$ cat config.mk
export PLATFORM = sky130hd
export DESIGN_NAME = alu_seq
export DESIGN_NICKNAME = d
export VERILOG_FILES = /design/src/rtl/alu_seq_pkg.sv /design/src/rtl/alu_seq_muldiv.sv /design/src/rtl/alu_seq.sv
export SDC_FILE = /design/constraint.sdc
export NUM_CORES = 1
export LEC_CHECK = 0
export CORE_UTILIZATION = 60
export CTS_CLUSTER_SIZE = 12
export DETAILED_ROUTE_END_ITERATION = 10
export MAX_ROUTING_LAYER = met4
export PLACE_DENSITY = 0.89
export SYNTH_ARGS = -nofsm -noshare
export SYNTH_HDL_FRONTEND = slang
export SYNTH_HIERARCHICAL = 1
export SYNTH_SLANG_ARGS = --single-unit
$ cat constraint.sdc
create_clock -name clk -period 2.9 [get_ports clk]
set_input_delay 0.435 -clock clk [delete_from_list [all_inputs] [get_ports clk]]
set_output_delay 0.435 -clock clk [all_outputs]
set_load 0.01 [all_outputs]
$ cat src/rtl/alu_seq_pkg.sv
// alu_seq_pkg: shared types for the sequential ALU.
// Holds the opcode map, FSM states and flag bit positions.
package alu_seq_pkg;

   typedef enum logic [3:0] {
      OP_ADD  = 4'b0000,
      OP_SUB  = 4'b0001,
      OP_MUL  = 4'b0010,
      OP_DIV  = 4'b0011,
      OP_SHL  = 4'b0100,
      OP_SHR  = 4'b0101,
      OP_ROL1 = 4'b0110,
      OP_ROR1 = 4'b0111,
      OP_AND  = 4'b1000,
      OP_OR   = 4'b1001,
      OP_XOR  = 4'b1010,
      OP_NOR  = 4'b1011,
      OP_NAND = 4'b1100,
      OP_XNOR = 4'b1101,
      OP_GT   = 4'b1110,
      OP_EQ   = 4'b1111
   } op_e;

   typedef enum logic [1:0] {
      IDLE = 2'd0,
      BUSY = 2'd1,
      DONE = 2'd2
   } state_e;

   localparam int FLG_Z  = 0;
   localparam int FLG_C  = 1;
   localparam int FLG_V  = 2;
   localparam int FLG_DZ = 3;

endpackage

$ cat src/rtl/alu_seq_muldiv.sv
// alu_seq_muldiv: iterative shift-add multiplier and restoring divider,
// one bit per cycle over WIDTH cycles (divider only with ALU_SEQ_DIV_EN).
// Ports: clk, rst (sync, active-high), start/is_div/a/b load an operation,
//   busy while iterating, done on the final step, res_lo = product low or
//   quotient, res_hi = product high (remainder for divide). res_* are the
//   values the engine registers on the current step, valid when done=1.
module alu_seq_muldiv
   import alu_seq_pkg::*;
#(
   parameter int WIDTH = 8
) (
   input  logic             clk,
   input  logic             rst,
   input  logic             start,
   input  logic             is_div,
   input  logic [WIDTH-1:0] a,
   input  logic [WIDTH-1:0] b,
   output logic             busy,
   output logic             done,
   output logic [WIDTH-1:0] res_lo,
   output logic [WIDTH-1:0] res_hi
);

   localparam int CW = $clog2(WIDTH);

   logic [CW-1:0]    cnt;
   logic [WIDTH-1:0] hi;
   logic [WIDTH-1:0] lo;
   logic [WIDTH-1:0] mc;
   logic [WIDTH-1:0] hi_n;
   logic [WIDTH-1:0] lo_n;
   logic [WIDTH:0]   add;
   logic             load;

`ifdef ALU_SEQ_DIV_EN
   logic             div_q;
   logic [WIDTH:0]   shl;
   logic [WIDTH:0]   trial;

   assign load = start;
`else
   // No divider: a divide request never starts the engine.
   assign load = start & ~is_div;
`endif

   always_comb begin
      // Multiply: {hi,lo} holds partial product and remaining multiplier.
      add  = {1'b0, hi} + (lo[0] ? {1'b0, mc} : '0);
      hi_n = add[WIDTH:1];
      lo_n = {add[0], lo[WIDTH-1:1]};
`ifdef ALU_SEQ_DIV_EN
      // Divide: hi is the partial remainder, lo shifts dividend out and
      // quotient bits in.
      shl   = {hi, lo[WIDTH-1]};
      trial = shl - {1'b0, mc};
      if (div_q) begin
         if (!trial[WIDTH]) begin
            hi_n = trial[WIDTH-1:0];
            lo_n = {lo[WIDTH-2:0], 1'b1};
         end else begin
            hi_n = shl[WIDTH-1:0];
            lo_n = {lo[WIDTH-2:0], 1'b0};
         end
      end
`endif
   end

   assign done   = busy && (cnt == '0);
   assign res_lo = lo_n;
   assign res_hi = hi_n;

   always_ff @(posedge clk) begin
      if (rst) begin
         busy <= 1'b0;
         cnt  <= '0;
         hi   <= '0;
         lo   <= '0;
         mc   <= '0;
`ifdef ALU_SEQ_DIV_EN
         div_q <= 1'b0;
`endif
      end else if (load) begin
         busy <= 1'b1;
         cnt  <= CW'(WIDTH - 1);
         hi   <= '0;
`ifdef ALU_SEQ_DIV_EN
         div_q <= is_div;
         lo    <= is_div ? a : b;
         mc    <= is_div ? b : a;
`else
         lo    <= b;
         mc    <= a;
`endif
      end else if (busy) begin
         hi  <= hi_n;
         lo  <= lo_n;
         cnt <= cnt - CW'(1);
         if (cnt == '0) begin
            busy <= 1'b0;
         end
      end
   end

endmodule

$ cat src/rtl/alu_seq.sv
// alu_seq: handshaked WIDTH-bit ALU with registered result and flags,
// single-cycle ops plus iterative MUL/DIV. Macro ALU_SEQ_DIV_EN builds DIV.
// Ports: clk, rst (sync, active-high); in_valid/in_ready with a, b, op;
//   out_valid/out_ready with result and flags {DZ, V, C, Z}.
module alu_seq
   import alu_seq_pkg::*;
#(
   parameter int WIDTH = 8
) (
   input  logic             clk,
   input  logic             rst,
   input  logic             in_valid,
   output logic             in_ready,
   input  logic [WIDTH-1:0] a,
   input  logic [WIDTH-1:0] b,
   input  logic [3:0]       op,
   output logic             out_valid,
   input  logic             out_ready,
   output logic [WIDTH-1:0] result,
   output logic [3:0]       flags
);

   localparam int SHW = $clog2(WIDTH);
   localparam logic [WIDTH-1:0] WVAL = WIDTH'(WIDTH);

   state_e           state;
   state_e           state_nx;
   op_e              op_q;
   logic             accept;
   logic             go_iter;
   logic             is_div;
   logic [WIDTH:0]   sum;
   logic [WIDTH:0]   diff;
   logic [WIDTH-1:0] sc_res;
   logic             sc_c;
   logic             sc_dz;
   logic [3:0]       sc_flg;
   logic             md_busy;
   logic             md_done;
   logic [WIDTH-1:0] md_lo;
   logic [WIDTH-1:0] md_hi;
   logic [3:0]       md_flg;

   // in_ready depends only on state and out_ready.
   assign in_ready  = (state == IDLE) || ((state == DONE) && out_ready);
   assign accept    = in_valid && in_ready;
   assign out_valid = (state == DONE);
   assign is_div    = (op == OP_DIV);

`ifdef ALU_SEQ_DIV_EN
   assign go_iter = (op == OP_MUL) || (is_div && (b != '0));
`else
   assign go_iter = (op == OP_MUL);
`endif

   always_comb begin
      sum    = {1'b0, a} + {1'b0, b};
      diff   = {1'b0, a} - {1'b0, b};
      sc_res = '0;
      sc_c   = 1'b0;
      sc_dz  = 1'b0;
      unique case (op_e'(op))
         OP_ADD: begin
            sc_res = sum[WIDTH-1:0];
            sc_c   = sum[WIDTH];
         end
         OP_SUB: begin
            sc_res = diff[WIDTH-1:0];
            sc_c   = diff[WIDTH];
         end
         OP_MUL: sc_res = '0;
         OP_DIV: begin
            // Only reached here for b==0, or always when no divider.
`ifdef ALU_SEQ_DIV_EN
            sc_res = '1;
`else
            sc_res = '0;
`endif
            sc_dz  = 1'b1;
         end
         OP_SHL: sc_res = (b >= WVAL) ? '0 : (a << b[SHW-1:0]);
         OP_SHR: sc_res = (b >= WVAL) ? '0 : (a >> b[SHW-1:0]);
         OP_ROL1: sc_res = {a[WIDTH-2:0], a[WIDTH-1]};
         OP_ROR1: sc_res = {a[0], a[WIDTH-1:1]};
         OP_AND:  sc_res = a & b;
         OP_OR:   sc_res = a | b;
         OP_XOR:  sc_res = a ^ b;
         OP_NOR:  sc_res = ~(a | b);
         OP_NAND: sc_res = ~(a & b);
         OP_XNOR: sc_res = ~(a ^ b);
         OP_GT:   sc_res = {{(WIDTH-1){1'b0}}, (a > b)};
         OP_EQ:   sc_res = {{(WIDTH-1){1'b0}}, (a == b)};
      endcase
      sc_flg         = '0;
      sc_flg[FLG_Z]  = (sc_res == '0);
      sc_flg[FLG_C]  = sc_c;
      sc_flg[FLG_DZ] = sc_dz;
   end

   always_comb begin
      md_flg        = '0;
      md_flg[FLG_Z] = (md_lo == '0);
      md_flg[FLG_V] = (op_q == OP_MUL) && (md_hi != '0);
   end

   always_comb begin
      state_nx = state;
      unique case (state)
         IDLE: begin
            if (in_valid) state_nx = go_iter ? BUSY : DONE;
         end
         BUSY: begin
            if (md_done)      state_nx = DONE;
            else if (!md_busy) state_nx = IDLE;
         end
         DONE: begin
            if (out_ready) begin
               if (in_valid) state_nx = go_iter ? BUSY : DONE;
               else          state_nx = IDLE;
            end
         end
         default: state_nx = IDLE;
      endcase
   end

   always_ff @(posedge clk) begin
      if (rst) begin
         state  <= IDLE;
         op_q   <= OP_ADD;
         result <= '0;
         flags  <= '0;
      end else begin
         state <= state_nx;
         if (accept) begin
            op_q <= op_e'(op);
         end
         if (accept && !go_iter) begin
            result <= sc_res;
            flags  <= sc_flg;
         end else if ((state == BUSY) && md_done) begin
            result <= md_lo;
            flags  <= md_flg;
         end
      end
   end

   alu_seq_muldiv #(
      .WIDTH (WIDTH)
   ) u_md (
      .clk    (clk),
      .rst    (rst),
      .start  (accept && go_iter),
      .is_div (is_div),
      .a      (a),
      .b      (b),
      .busy   (md_busy),
      .done   (md_done),
      .res_lo (md_lo),
      .res_hi (md_hi)
   );

endmodule

# After elaboration in Yosys (flattened, before gate mapping)
# Cells that the tools add are included.
# classes
muxes,24
eq_ne,22
bitwise_logic,8
reduce_logical,21
add_sub_neg,4
shifts,2
order_cmp,2
# ops
operator,count
$pmux 8 s15,1
$mux 8,7
$eq 4x4->1 const B,8
$not 8->8,3
$eq 4x3->1 const B,4
$logic_not 8->1,2
$eq 4x2->1 const B,3
$mux 2,6
$add 8x8->9,1
$add 8x9->9,1
$sub 8x8->9,1
$and 8x8->8,1
$eq 8x8->1,1
$ge 8x4->1 const B,1
$gt 8x8->1,1
$mux 4,2
$or 8x8->8,1
$reduce_bool 8->1,1
$shl 8x3->8,1
$shr 8x3->8,1
$xor 8x8->8,1
$logic_and 1x1->1,7
$mux 3,2
$pmux 2 s3,1
19 further kinds,25
# word_totals
elab_cells,93
register_bits,46
output_inout_bits,14
inputBits,24

# Depth between registers and ports, before layout
# Gate-level depths: netlist of the first run.
# logic_depth
word_depth,7
mapped_depth,12
depth_no_buf,12

# Modules after synthesis
# Netlist of the first run, hierarchy kept.
# by_module_without_submodules
mod,cells_per_inst,area_per_inst_um2,seq_area_each_um2,instances
alu_seq,426,3145.5,360.3,1
alu_seq_muldiv,186,1587.8,560.5,1

# Worst setup path before layout of the first run
# Ideal clock, no wire load.
# synth_path
kind,input port to flip-flop
startpoint,input b[2]
endpoint,register flags[0]
stages,11
n_path_buf,2
arrival_ps,2464
setup_slack_ps,352
setup_time_ps,84
required_ps,2816
cell_sequence,buf_2 -> inv_1 -> ha_1 -> clkbuf_1 -> a21o_1 -> a21oi_1 -> o31ai_1 -> mux2i_1 -> a41oi_1 -> and2_1 -> o31ai_2
# synth_between
elab_chain_cells,5
elab_cells_between_ends,18
cone_classes,2 x add/sub; 2 x order compare; 1 x eq/ne; 2 x shift; 4 x mux; 6 x bitwise; 1 x reduce/logical
# synth_rtl
item,line_no,source
start: declaration,alu_seq.sv:15,"input logic [WIDTH-1:0] b,"
"$ge 8x4->1, or another cell as far along","alu_seq.sv:81, alu_seq.sv:82",
"$mux 8, or another cell as far along",alu_seq.sv:82,OP_SHR: sc_res = (b >= WVAL) ? '0 : (a >> b[SHW-1:0]);
$pmux 8 s15 (*),alu_seq.sv:62,unique case (op_e'(op))
$logic_not 8->1 (*),alu_seq.sv:95,sc_flg[FLG_Z] = (sc_res == '0);
$mux 4 (*),alu_seq.sv:137,if (accept && !go_iter) begin
end signal: assignment,alu_seq.sv:139,flags <= sc_flg;
end signal: assignment,alu_seq.sv:142,flags <= md_flg;
end: declaration,alu_seq.sv:20,output logic [3:0] flags
# Every way passes the cells marked *; elsewhere a longest branch is shown, timed or not.
# A chain may end at the register's enable or synchronous reset.

# Final worst setup path of the first run
# layout_path
startpoint,input a[2]
endpoint,register flags[0]
# layout_between
elab_chain_cells,5
elab_cells_between_ends,17
cone_classes,2 x add/sub; 1 x order compare; 1 x eq/ne; 2 x shift; 4 x mux; 6 x bitwise; 1 x reduce/logical
# layout_rtl
item,line_no,source
start: declaration,alu_seq.sv:14,"input logic [WIDTH-1:0] a,"
"parallel branches: the longest is 2 deep, another holds $sub 8x8->9",--,
$pmux 8 s15 (*),alu_seq.sv:62,
$logic_not 8->1 (*),alu_seq.sv:95,
$mux 4 (*),alu_seq.sv:137,
# Every way passes the cells marked *.

==> metrics.md, run 1 <==
| Metric | Value |
|---|---|
| Worst endpoint required time | `3.11 ns` |
| RSZ-0062 raised after global routing | `false` |
| Total CTS buffers | `5` |
| Worst setup EP type | `register` |
| Worst skew pair latency | `0.30 ns` |
| Die X | `90.8 um` |
| # hold bufs at CTS | `0` |
| Post-Route WL | `16000 um` |
| CTS max path bufs | `2` |
| IO Pins | `38` |
| Arrival time worst endpoint | `3.01 ns` |
| Post-DP HPWL | `12400 um` |
| Layout Area Growth over Synthesis | `21.6%` |
| Die area | `0.00825 mm2` |
| Initial Util | `61.6%` |
| Final max-slew violation count | `0` |
| Register bit total from synthesis | `46` |
| Fin. Hold Viols | `0` |
| # clock sinks | `46` |
| Post-synthesis cell area | `0.00473 mm2` |
| Setup-failing EPs final | `0` |
| R2R cell count | `12` |
| Crit-path max FO | `9` |
| Leak Pwr | `2.36 nW` |
| Post-Syn Instances | `612` |
| PortBufs | `37` |
| Core box area | `0.00769 mm2` |
| Pwr Total | `1.76 mW` |
| Htree depth | `2` |
| Share of cells above drive strength 1 | `17.8%` |
| Final net count | `759` |
| Via/cell ratio | `6.47` |
| Max Clock Freq | `358 MHz` |
| Postcts setup bufs | `0` |
| Max-Cap Viols | `0` |
| Startpoint Class | `input port` |
| Initial drt markers | `552` |
| Initial antenna violation count | `0` |
| Warning count from the yosys run | `6` |
| Design area | `0.00576 mm2` |
| Number of synthesized flops with an enable pin | `0` |
| Drt first pass iters | `5` |
| DP Worst Slack | `-0.224 ns` |
| CTS tree | `yes` |
| Worst Skew | `0.00834 ns` |
| Final ANT Viol Nets | `0` |
| GPL Wtd Cong | `1.13` |
| Synth unique cells | `81` |
| # DRC | `0` |
| WL/cell | `20.0 um` |
| CTS Root Cell | `clkbuf_8` |
| Asr flop ratio synth | `0%` |
| Worst relative slew slack | `52.3%` |
| Highest-count cells in the layout ignoring fill and taps | `87 x buf_4, 57 x nand2_1, 52 x nor2_1` |
| Largest net degree at the start of global routing | `35` |
| Sequential fraction of the synthesis area | `19.5%` |
| Ys flop type | `dfxtp_1` |
| Layout fillers | `590` |
| Gr ovfl total | `0` |
| Row count | `32` |
| Synthesized Nets | `674` |
| Worst hold path type | `register to register` |
| Run status | `complete, no violations` |
| Commonest non-fill, non-tap cell in the layout | `buf_4` |
| Sequential cell area | `921 um2` |
| Worst-path clk slew | `0.08 ns` |
| Via count | `5169` |
| Hold path cells | `2` |
| Min Hold Slack | `0.458 ns` |
| Tmin final | `2.79 ns` |
| Power Density | `305 mW/mm2` |
| Overall Global Routing Usage | `40.1%` |
| Avg Synthesized Cell Area | `7.73 um2` |
| Placed cell area | `0.00566 mm2` |
| Final period util | `96.3%` |
| Inserted Diodes | `0` |
| Vias in the first global route | `5056` |
| Worst-Margin Slew | `0.714 ns` |
| Die H | `90.8 um` |
| Area of the multi-input gates | `0.00342 mm2` |
| First-pass GRT wire length | `25600 um` |
| Critical path class | `input port to register` |
| Max IR drop VDD | `0.245 mV` |
| Worst setup margin | `0.108 ns` |
-- worst paths after layout --
kind / from / end / slack [ns]
max: a[2] / flags[0] / 0.11
max reg2reg: u_md/lo[0] / flags[2] / 0.16
min: u_md/mc[5] / u_md/mc[5] / 0.46
min reg2reg: u_md/mc[5] / u_md/mc[5] / 0.46
-- report_power, final --
part / total, mW / switching, mW / internal, mW / leakage [nW]
clock: 0.366 / 0.204 / 0.162 / 0.0438
combinational: 0.712 / 0.380 / 0.332 / 1.94
sequential: 0.679 / 0.0204 / 0.658 / 0.374
total: 1.76 / 0.605 / 1.15 / 2.36
-- through the flow --
step                      util, %  cells  setup TNS [ns]
after floorplan                 -    612               0
final                        74.9    799               0
after CTS                    74.7    799               0
after global placement       73.6    792          -0.206
after global routing         74.9    799               0
after detailed placement     73.6    792          -0.644
-- cells in the mapped netlist, drive strengths merged (7+ instances only) --
| cell | number | area [um2] |
|---|---|---|
| xnor2 | 12 | 105 |
| ha | 35 | 438 |
| nor2 | 54 | 218 |
| nand2 | 57 | 214 |
| clkbuf | 17 | 65.1 |
| mux2i | 22 | 220 |
| nor2b | 12 | 75.1 |
| nand3 | 14 | 70.1 |
| a22oi | 7 | 52.6 |
| nor4 | 8 | 50.1 |
| inv | 32 | 120 |
| o21ai | 23 | 119 |
| o211ai | 10 | 80.1 |
| and2 | 15 | 93.8 |
| a211oi | 26 | 210 |
| a21oi | 48 | 248 |
| buf | 32 | 224 |
| nor3 | 13 | 65.1 |
| dfxtp | 46 | 921 |
| nand2b | 14 | 87.6 |
| o22ai | 9 | 56.3 |
-- critical path, stage by stage --
cell	delay, ns
clkdlybuf4s50_1	0.48
inv_1	0.07
ha_1	0.42
or4_1	0.65
a31oi_1	0.20
xnor2_1	0.11
a211oi_2	0.30
o211ai_1	0.15
o31ai_2	0.19
-- layout make-up --
cell class | count | area share (%)
clock buffer | 5 | 1.20
tap | 102 | 2.22
sequential | 46 | 16.0
clock inverter | 2 | 0.174
inverter | 32 | 2.09
timing repair buffer | 127 | 18.8
multi-input combinational | 485 | 59.5
-- layer usage --
layer  up-vias  GRT usage [%]  wire [um]
met5         -              -          0
met4         0           19.7        781
met3        65           3.79       1200
met2       301           67.9       7760
met1      2408           47.6       6220
li1       2395              -          -
-- registers in the layout, indices dropped and copies added, names as in the netlist --
signal and flops:
flags 4, u_md/cnt 3, u_md/busy 1, state 2, op_q 4, u_md/lo 8, u_md/mc 8, u_md/hi 8
result 8
-- logic make-up after synthesis --
| kind of cell | after synthesis | synth area share (%) |
|---|---|---|
| xor gates and xnor gates | 17 | 3.15 |
| buffers and inverters | 81 | 8.64 |
| and+or+nand+nor | 222 | 24.5 |
| AOI/OAI and AO/OA | 179 | 26.4 |
| DFF | 46 | 19.5 |
| muxes | 29 | 7.35 |
| adders and majority gates | 38 | 10.5 |
-- what timing repair did --
action / CTS / global route
gates cloned: 0 / 0
gates resized for setup: 1 / 3
endpoints found under the setup margin: 1 / 3
No activity file was read; power rests on OpenSTA's default activity.
==> run 2: changes to the inputs <==
- PLACE_DENSITY: 0.89 -> unset
- PLACE_DENSITY_LB_ADDON: unset -> 0.25
==> run 2 against run 1 <==
Effect of this change:
- clock power increased by 33%
- setup slack got worse by 0.0090 ns
- first-iteration DRC count decreased by 25%
- cell count decreased by 1.5%
- critical endpoint is now flags[2]
- clock skew decreased by 0.0019 ns
- combinational power decreased by 3%
- via count decreased by 1.9%
- critical path depth increased by 3
- wire length increased by 0.46%
- core utilization decreased by 0.65 points
- die area unchanged
- power increased by 5.7%
- critical path type is now register to register
==> metrics.md, run 2 (synthesis gave the netlist of run 1 again) <==
| Metric | Value |
|---|---|
| Layout Area Growth over Synthesis | `20.5%` |
| Fin. Hold Viols | `0 (unchanged)` |
| Die area | `0.00825 mm2 (unchanged)` |
| # clock sinks | `46 (unchanged)` |
| Overall Global Routing Usage | `40.4% (+0.30 points)` |
| Worst skew pair latency | `0.30 ns (about the same)` |
| Die X | `90.8 um (unchanged)` |
| Logic gate share of total power | `37.4% (-3.1 points)` |
| Setup-failing EPs final | `0 (unchanged)` |
| Max IR drop VDD | `0.208 mV (-15%)` |
| Final ANT Viol Nets | `0 (unchanged)` |
| WL/cell | `20.4 um (+2.0%)` |
| Sw power | `0.605 mW (about the same)` |
| Core box area | `0.00769 mm2 (unchanged)` |
| CTS Root Cell | `clkbuf_8` |
| R2R cell count | `12 (unchanged)` |
| Via/cell ratio | `6.44 (-0.42%)` |
| Setup_tns | `0 ns (unchanged)` |
| Commonest non-fill, non-tap cell in the layout | `buf_4` |
| Initial antenna violation count | `0 (unchanged)` |
| Startpoint Class | `register` |
| Worst reg2reg setup slack | `0.1 ns (-0.06 ns)` |
| Worst relative slew slack | `56.6% (+4.3 points)` |
| Worst Skew | `0.00648 ns (-0.00186 ns)` |
| Final net count | `747 (-1.6%)` |
| Gr ovfl total | `0 (unchanged)` |
| PortBufs | `37 (unchanged)` |
| Power Density | `326 mW/mm2 (+6.7%)` |
| Max Clock Freq | `357 MHz (-0.32%)` |
| Final period util | `96.6% (+0.31 points)` |
| Hold path cells | `2 (unchanged)` |
| Design area | `0.00571 mm2 (-0.87%)` |
| GPL Wtd Cong | `1.05 (-6.6%)` |
| Clock Power Share | `26.1% (+5.3 points)` |
| FF-to-FF End | `flags[2]` |
| Postcts setup bufs | `0 (unchanged)` |
| Drt first pass iters | `5 (unchanged)` |
| Htree depth | `2 (unchanged)` |
| Hold_sp | `u_md/mc[6]` |
| Run status | `complete, no violations` |
| Initial Util | `61.6% (unchanged)` |
| Final core utilization | `74.2% (-0.65 points)` |
| Power Internal | `1.25 mW (+8.8%)` |
| Crit-path cells | `and2_1, ha_1, fa_1, a21oi_2, o21ai_2, a31o_2, a21oi_1, inv_1, nor4_2, a211oi_1, a21oi_1, nor3_1` |
| Post-DP HPWL | `12300 um (-1.2%)` |
| Row count | `32 (unchanged)` |
| Final max-slew violation count | `0 (unchanged)` |
| Post-Route WL | `16000 um (+0.46%)` |
| Worst-path clk slew | `0.09 ns (about the same)` |
| Crit path buf inv count | `1 (-1)` |
| Share of cells above drive strength 1 | `16.5% (-1.3 points)` |
| # DRC | `0 (unchanged)` |
| Most common cell on crit path | `a21oi_1` |
| Tmin final | `2.80 ns (+0.00900 ns)` |
| Slowest library cell on the worst path | `fa_1` |
| Initial drt markers | `415 (-25%)` |
| Max-Cap Viols | `0 (unchanged)` |
| Die H | `90.8 um (unchanged)` |
| Arrival time worst endpoint | `2.98 ns (-0.03 ns)` |
| RSZ-0062 raised after global routing | `false` |
| Hold Path End | `u_md/mc[6]` |
| Crit-path leading delay family | `compound AO/OA/AOI/OAI gates` |
| Sequential Power Share | `36.5% (-2.1 points)` |
| Leak Pwr | `2.31 nW (-1.9%)` |
| Worst endpoint required time | `3.08 ns (-0.03 ns)` |
| CTS tree | `yes` |
| Worst setup EP type | `register` |
| Largest stage delay, worst path | `0.46 ns (-0.19 ns)` |
| CTS max path bufs | `2 (unchanged)` |
| Inserted Diodes | `0 (unchanged)` |
| Total CTS buffers | `5 (unchanged)` |
| Placed cell area | `0.00558 mm2 (-1.4%)` |
| Sw Ratio | `32.6% (-1.9 points)` |
| Vias in the first global route | `4846 (-4.2%)` |
| R2r startpoint | `u_md/mc[0]` |
| Worst-Margin Slew | `0.642 ns (-0.0718 ns)` |
| Worst hold path type | `register to register` |
| First-pass GRT wire length | `25500 um (-0.35%)` |
| Crit-path max FO | `4 (-5)` |
| Highest-count cells in the layout ignoring fill and taps | `74 x buf_4, 57 x nand2_1, 52 x nor2_1` |
| Largest net degree at the start of global routing | `30 (-14%)` |
| IO Pins | `38 (unchanged)` |
| Via count | `5070 (-1.9%)` |
| Critical path class | `register to register` |
## run 2: worst min-delay path: stages (launching register included)
cell and delay (ns):
dfxtp_1 0.31, nand2_1 0.05, a21oi_1 0.06
## run 2: worst max-delay path by stage
stage	start	slack [ns]	endpoint	cells after the start
5_1_grt	u_md/lo[0]	0.02	flags[2]	12
4_1_cts	u_md/mc[0]	0.08	flags[2]	12
6_report	u_md/mc[0]	0.1	flags[2]	12
3_3_place_gp	b[0]	-0.18	flags[0]	9
3_5_place_dp	b[0]	-0.18	flags[0]	9
2_1_floorplan	b[2]	0.35	flags[0]	11
## run 2: layer usage
| layer | wire [um] | track usage (%) |
|---|---|---|
| met4 | 773 | 21.0 |
| met3 | 1040 | 3.96 |
| met1 | 6380 | 47.5 |
| met2 | 7840 | 68.3 |
| met5 | 0 | - |
## run 2: layout make-up
type	count	area (um2)
Clock buffer	6	82.6
Clock inverter	1	30.0
Sequential cell	46	921
Tap cell	102	128
Multi-Input combinational cell	485	3420
Timing Repair Buffer	115	1010
Inverter	32	120
Fill cell	592	1980
## run 2: what timing repair did
item	in CTS	in global routing
pin swaps	0	2
hold buffers	0	0
gates resized for setup	1	2
endpoints found under the setup margin	1	2
## run 2: power by group through the flow
stage / clock, mW / combinational (mW) / sequential [mW]
after detailed placement: 0 / 0.674 / 0.692
after global routing: 0.507 / 0.745 / 0.681
after CTS: 0.487 / 0.678 / 0.677
after floorplan: 0 / 0.379 / 0.692
final: 0.486 / 0.694 / 0.678
after global placement: 0 / 0.662 / 0.690
## run 2: through the flow
| stage | hold slack [ns] | setup WS (ns) | cells | power, mW |
|---|---|---|---|---|
| after floorplan | 0.432 | 0.352 | 612 | 1.07 |
| after global routing | 0.490 | 0.0178 | 787 | 1.93 |
| after detailed placement | 0.452 | -0.177 | 780 | 1.37 |
| after global placement | 0.441 | -0.183 | 780 | 1.35 |
| final | 0.461 | 0.0989 | 787 | 1.86 |
| after CTS | 0.464 | 0.0845 | 787 | 1.84 |
